==> config.mk <==
export PLATFORM = sky130hd
export DESIGN_NAME = flex_down_counter_flat
export DESIGN_NICKNAME = d
export VERILOG_FILES = /design/src/rtl/flex_down_counter_if.sv /design/src/rtl/flex_down_counter.sv /design/src/flat_wrapper.sv
export SDC_FILE = /design/constraint.sdc
export NUM_CORES = 1
export LEC_CHECK = 0
export BUFFER_PORTS_ARGS = -buffer_cell sky130_fd_sc_hd__buf_2
export CAP_MARGIN = 20
export CORE_UTILIZATION = 43
export DETAILED_ROUTE_END_ITERATION = 8
export GPL_ROUTABILITY_DRIVEN = 0
export PLACE_DENSITY = 0.76
export SLEW_MARGIN = 0
export SYNTH_ARGS = -nofsm -noshare
export SYNTH_HDL_FRONTEND = slang
export SYNTH_SLANG_ARGS = --single-unit
export TNS_END_PERCENT = 100
==> constraint.sdc <==
create_clock -name clk -period 1.38 [get_ports clk]
set_input_delay 0.276 -clock clk [delete_from_list [all_inputs] [get_ports clk]]
set_output_delay 0.276 -clock clk [all_outputs]
set_load 0.1 [all_outputs]
==> src/rtl/flex_down_counter_if.sv <==
// Control/status bundle for flex_down_counter.
// master = block driving the timer, slave = the timer itself.
interface flex_down_counter_if #(
  parameter int NUM_CNT_BITS = 4
);
  logic                    clear;
  logic                    load;
  logic                    count_enable;
  logic                    auto_reload;
  logic [NUM_CNT_BITS-1:0] load_val;
  logic [NUM_CNT_BITS-1:0] count_out;
  logic                    busy;
  logic                    done;
  logic                    expired;

  modport master (
    output clear, load, count_enable, auto_reload, load_val,
    input  count_out, busy, done, expired
  );

  modport slave (
    input  clear, load, count_enable, auto_reload, load_val,
    output count_out, busy, done, expired
  );
endinterface

==> src/rtl/flex_down_counter.sv <==
// Loadable down-counter/timer with terminal-count pulse, one-shot and auto-reload modes.
//
//   state | meaning
//   ------+------------------------------------------------------------
//   IDLE  | after reset/clear; count_out 0, enable ignored
//   RUN   | counting down on enabled edges; count_out is never below 1
//   DONE  | one-shot finished (or zero load); expired high, count holds
module flex_down_counter #(
  parameter int NUM_CNT_BITS = 4
) (
  input  logic                  clk,
  input  logic                  rst,
  flex_down_counter_if.slave    bus
);

  typedef enum logic [1:0] {
    IDLE = 2'b00,
    RUN  = 2'b01,
    DONE = 2'b10
  } state_t;

  localparam logic [NUM_CNT_BITS-1:0] CNT_ZERO = '0;
  localparam logic [NUM_CNT_BITS-1:0] CNT_ONE  = NUM_CNT_BITS'(1);

  state_t                  state_q, state_d;
  logic [NUM_CNT_BITS-1:0] count_q, count_d;
  logic [NUM_CNT_BITS-1:0] reload_q, reload_d;
  logic                    done_q, done_d;

  always_ff @(posedge clk) begin
    if (rst) begin
      state_q  <= IDLE;
      count_q  <= CNT_ZERO;
      reload_q <= CNT_ZERO;
      done_q   <= 1'b0;
    end else begin
      state_q  <= state_d;
      count_q  <= count_d;
      reload_q <= reload_d;
      done_q   <= done_d;
    end
  end

  always_comb begin
    state_d  = state_q;
    count_d  = count_q;
    reload_d = reload_q;
    done_d   = 1'b0;

    if (bus.clear) begin
      state_d  = IDLE;
      count_d  = CNT_ZERO;
      reload_d = CNT_ZERO;
    end else if (bus.load) begin
      // A load overrides any terminal event on the same edge.
      count_d  = bus.load_val;
      reload_d = bus.load_val;
      if (bus.load_val == CNT_ZERO) begin
        state_d = DONE;
        done_d  = 1'b1;
      end else begin
        state_d = RUN;
      end
    end else if (state_q == RUN && bus.count_enable) begin
      if (count_q == CNT_ONE) begin
        done_d = 1'b1;
        if (bus.auto_reload) begin
          count_d = reload_q;
        end else begin
          count_d = CNT_ZERO;
          state_d = DONE;
        end
      end else begin
        count_d = count_q - CNT_ONE;
      end
    end
  end

  assign bus.count_out = count_q;
  assign bus.busy      = (state_q == RUN);
  assign bus.done      = done_q;
  assign bus.expired   = (state_q == DONE);

endmodule
==> src/flat_wrapper.sv <==
// flat-port wrapper written by rule: the top's interface ports become plain ports
module flex_down_counter_flat 
#(
  parameter int NUM_CNT_BITS = 4
)
  (clk, rst, bus_clear, bus_load, bus_count_enable, bus_auto_reload, bus_load_val, bus_count_out, bus_busy, bus_done, bus_expired);
  flex_down_counter_if #(.NUM_CNT_BITS(NUM_CNT_BITS)) bus_i ();
  input  logic clk;
  input  logic rst;
  input wire logic [$bits(bus_i.clear)-1:0] bus_clear;
  input wire logic [$bits(bus_i.load)-1:0] bus_load;
  input wire logic [$bits(bus_i.count_enable)-1:0] bus_count_enable;
  input wire logic [$bits(bus_i.auto_reload)-1:0] bus_auto_reload;
  input wire logic [$bits(bus_i.load_val)-1:0] bus_load_val;
  output wire logic [$bits(bus_i.count_out)-1:0] bus_count_out;
  output wire logic [$bits(bus_i.busy)-1:0] bus_busy;
  output wire logic [$bits(bus_i.done)-1:0] bus_done;
  output wire logic [$bits(bus_i.expired)-1:0] bus_expired;
  assign bus_i.clear = bus_clear;
  assign bus_i.load = bus_load;
  assign bus_i.count_enable = bus_count_enable;
  assign bus_i.auto_reload = bus_auto_reload;
  assign bus_i.load_val = bus_load_val;
  assign bus_count_out = bus_i.count_out;
  assign bus_busy = bus_i.busy;
  assign bus_done = bus_i.done;
  assign bus_expired = bus_i.expired;
  flex_down_counter #(.NUM_CNT_BITS(NUM_CNT_BITS)) u_core (.clk(clk), .rst(rst), .bus(bus_i));
endmodule
Yosys cells after proc, flatten, opt, wreduce, memory -nomap -nowiden
Cells that the tools add are included.

storage, ports and cells
  output and inout bits = 7
  register bits = 11
  ROM bits = 0
  latch bits = 0
  bits in writable memories = 0
  logic and storage cells = 28
  memories kept = 0

cells by class
  add/subtract/negate cells = 1
  bitwise logic cells = 0
  order comparisons = 0
  shift-type cells = 0
  reduce and logical (&&, ||, !) cells = 6
  $mul = 0
  equal/unequal tests = 4
  multiplexer cells = 13
  divide/modulo/power cells = 0

operators by type and width
  operator                                             number
  2-to-1 mux 4 bit                                     4
  2-to-1 mux 2 bit                                     5
  equality test 4 x 1 -> 1 bit, second input constant  1
  zero test 4 bit                                      1
  2-to-1 mux 1 bit                                     4
  nonzero test 2 bit                                   2
  subtractor 4 x 1 -> 4 bit, second input constant     1
  AND reduction 3 bit                                  1
  equality test 2 x 1 -> 1 bit, second input constant  1
  equality test 2 bit, second input constant           1
  inequality test 2 bit, second input constant         1
  OR reduction 2 bit                                   1
  logical AND 1 bit                                    1

Longest topological paths before layout
  depth after elaboration = 4
  depth in mapped cells = 6
  depth with buffers taken out = 6

Worst setup path after synthesis
OpenSTA, ideal clock, no wires.

  path type = reg2reg
  start = register u_core.count_q[1] (netlist: u_core.bus.count_out[1])
  end = register u_core.count_q[1] (netlist: u_core.bus.count_out[1])
  path slack = -0.836 ns
  buffers on the path = 0
  stages on the path, launching flop included = 7
  required time = 1.310 ns
  period minus slack after synthesis = 2.216 ns
  data arrival time = 2.145 ns
  cells stage by stage = dfxtp_1 -> inv_1 -> ha_1 -> nor3b_4 -> or2_1 -> a311o_1 -> a21oi_1

on the way
  cells in the longest elaborated chain, start to end = 4
  elaborated cells on any way between the ends = 5

RTL lines
  element                                                                    line                                              text
  start: declaration                                                         flex_down_counter.sv:26                           logic [NUM_CNT_BITS-1:0] count_q, count_d;
  start signal: assignment                                                   flex_down_counter.sv:38                           count_q <= count_d;
  subtractor 4 x 1 -> 4 bit or equality test 4 x 1 -> 1 bit (tied branches)  flex_down_counter.sv:74, flex_down_counter.sv:65
  2-to-1 mux 4 bit *                                                         flex_down_counter.sv:65                           if (count_q == CNT_ONE) begin
  2-to-1 mux 4 bit *                                                         flex_down_counter.sv:64                           end else if (state_q == RUN && bus.count_enable) begin
  2-to-1 mux 4 bit *                                                         flex_down_counter.sv:54                           end else if (bus.load) begin

Every way passes the cells marked *; elsewhere a longest branch is shown, timed or not. The select of a mux whose other input is x is not followed.
A chain may end at the register's enable or synchronous reset.

Final worst setup path
  start = register u_core.count_q[1] (netlist: u_core.bus.count_out[1])
  end = register u_core.count_q[2] (netlist: u_core.bus.count_out[2])

Same word-level chain as after synthesis.

==> out/results.txt <==
Crit. End Element: register
# H-tree levels: 1
arrival time at the worst endpoint: 1.63 ns
DRT Pass-1 Iters: 4
minimum clock period: 1.46 ns
Final Max Slew Viols: 0
ys async rst share: 0
Clock Power Share: 0.281
setup TNS: -0.235 ns
P per Cell Area: 792 mW/mm²
worst-skew pair later-pin latency: 0.27 ns
grt total ovfl: 0
Primary FF master, synth: dfxtp_1
Leak: 0.429 nW
initial antenna violation count: 0
post-DP HPWL: 1.12 mm
clk sink count: 11
most frequent cells in the layout: 10 x buf_2, 10 x buf_4, 8 x nor2_1, 8 x a21oi_1, 6 x buf_12
Cell Int Power: 529 µW
Mapped Avg Cell Area: 8.60 µm²
Die W: 39.4 µm
CTS root buf: clkbuf_4
Vias: 641
combinational group share of total power: 0.281
startpoint types: register
row count: 13
Tcrit/Tclk final: 1.05
CTS tree: done
Post-synth EDFFs: 0
Initial Util: 0.462
Routed Antenna Nets: 0
Worst-path clk slew: 0.07 ns
CTS buffer count: 3
HP Class: input port to register
# diodes: 0
Yosys cell types: 29
Die Ht: 39.4 µm
YS warnings: 0
Yosys reg bits: 11
register area: 235 µm²
final hold violations: 0
Flop pwr share: 0.438
Worst-Margin Slew: 0.583 ns
final setup margin: -0.0755 ns
CTS max path bufs: 2
clock skew: 0.00453 ns
layout cell share with drive strength beyond 1: 0.490
multi-input logic area: 404 µm²
failing checks: negative setup slack
switching pwr: 248 µW
Fmax: 687 MHz
crit path kind: register to register
Max IR drop VDD: 0.558 mV
Setup violations, final: 5
first-pass GRT wire length: 2.54 mm
final wirelength: 1.69 mm
Net Count, Synth: 82
Area Growth Syn to Fin: 63.0%
Vias/cell: 5.57
Synth Instances: 70
status: complete, but fails checks
drt initial violations: 19
Total Power: 777 µW
Util after Layout: 0.754
# IOs: 17
critical path required time: 1.55 ns
Crit Path Max Fanout: 4
vias in the first global route: 592
Slew HR: 0.612
RSZ-0062 raised after global routing: true
pin count of the biggest net entering global routing: 17
# fillers: 96
DIE AREA: 0.00155 mm²
sw frac: 0.319
Seq/Total Area, Yosys: 0.366
max_cap viols: 0
post-DR wirelength/cell: 14.7 µm
mapped cell area: 602 µm²
Min Hold Slack: 0.283 ns
IO Port Bufs: 16
core area: 0.00130 mm²
gr usage total: 0.251
DR DRC count: 0
Total Nets Final: 113
==> power by group through the flow <==
| stage | sequential [mW] | combinational [mW] | clock (mW) |
|---|---|---|---|
| after CTS | 0.339 | 0.203 | 0.225 |
| after global routing | 0.342 | 0.232 | 0.240 |
| after detailed placement | 0.345 | 0.195 | 0 |
| after global placement | 0.345 | 0.190 | 0 |
| final | 0.340 | 0.218 | 0.219 |
| after floorplan | 0.384 | 0.0795 | 0 |
==> worst paths after layout <==
| check | start | endpoint | slack [ns] | cells past startpoint |
|---|---|---|---|---|
| max | u_core.bus.count_out[1] | u_core.bus.count_out[2] | -0.08 | 6 |
| min | bus_load_val[3] | u_core.reload_q[3] | 0.28 | 3 |
| max reg2reg | u_core.bus.count_out[1] | u_core.bus.count_out[2] | -0.08 | 6 |
| min reg2reg | u_core.reload_q[0] | u_core.reload_q[0] | 0.50 | 2 |
==> synth_stat cells (2+ instances only) <==
| cell type | number | area (µm²) |
|---|---|---|
| ha_1 | 2 | 25.0 |
| dfxtp_1 | 11 | 220 |
| a311o_1 | 2 | 20.0 |
| nor2_1 | 9 | 33.8 |
| inv_1 | 4 | 15.0 |
| and2b_1 | 2 | 15.0 |
| a21oi_1 | 8 | 40.0 |
| nand3_1 | 3 | 15.0 |
| nand2b_1 | 3 | 18.8 |
| nand2_1 | 5 | 18.8 |
| mux2i_1 | 3 | 30.0 |
==> worst max-delay path: stages (launching register included) <==
cell,delay [ns]
dfxtp_4,0.35
inv_4,0.06
ha_4,0.13
and4b_1,0.17
a21oi_1,0.04
or3b_1,0.37
a221oi_2,0.23
==> routing by layer <==
layer,wire length [µm],share of wire,vias up,GRT usage
met5,0,0,-,0
met4,25,0.015,0,0.129
met3,89,0.053,4,0.0341
met2,873,0.52,25,0.430
met1,703,0.42,304,0.300
li1,-,-,308,-
==> what timing repair did <==
item / CTS / global route
hold buffers: 0 / 0
pin swaps: 6 / 10
resized for setup: 8 / 7
setup endpoints to repair: 7 / 8
setup buffers: 3 / 2
==> registers in the layout, indices dropped and copies added, names as in the netlist <==
name	cells
u_core.state_q	2
u_core.bus.count_out	4
u_core.reload_q	4
u_core.bus.done	1
==> through the flow <==
| stage | area, µm² | setup WS (ns) | std cells |
|---|---|---|---|
| 2_1_floorplan | 627 | -0.229 | 70 |
| 3_3_place_gp | 856 | -0.0295 | 106 |
| 3_5_place_dp | 856 | -0.0737 | 106 |
| 4_1_cts | 927 | -0.0790 | 113 |
| 5_1_grt | 981 | -0.147 | 115 |
| 6_report | 981 | -0.0755 | 115 |
==> cells by family after synthesis <==
logic type | after synthesis | synth area share
and+or+nand+nor | 30 | 0.287
DFF | 11 | 0.366
adders and majority gates | 2 | 0.0416
buffers and inverters | 7 | 0.0582
muxes | 3 | 0.0499
AOI/OAI and AO/OA | 17 | 0.198
==> cell type report <==
class	count	area share
tap	15	0.0191
multi-input combinational	52	0.412
clock buffer	4	0.0268
inverter	4	0.0179
timing repair buffer	29	0.284
sequential	11	0.240
Note: power is estimated with default switching activity, not from simulation.
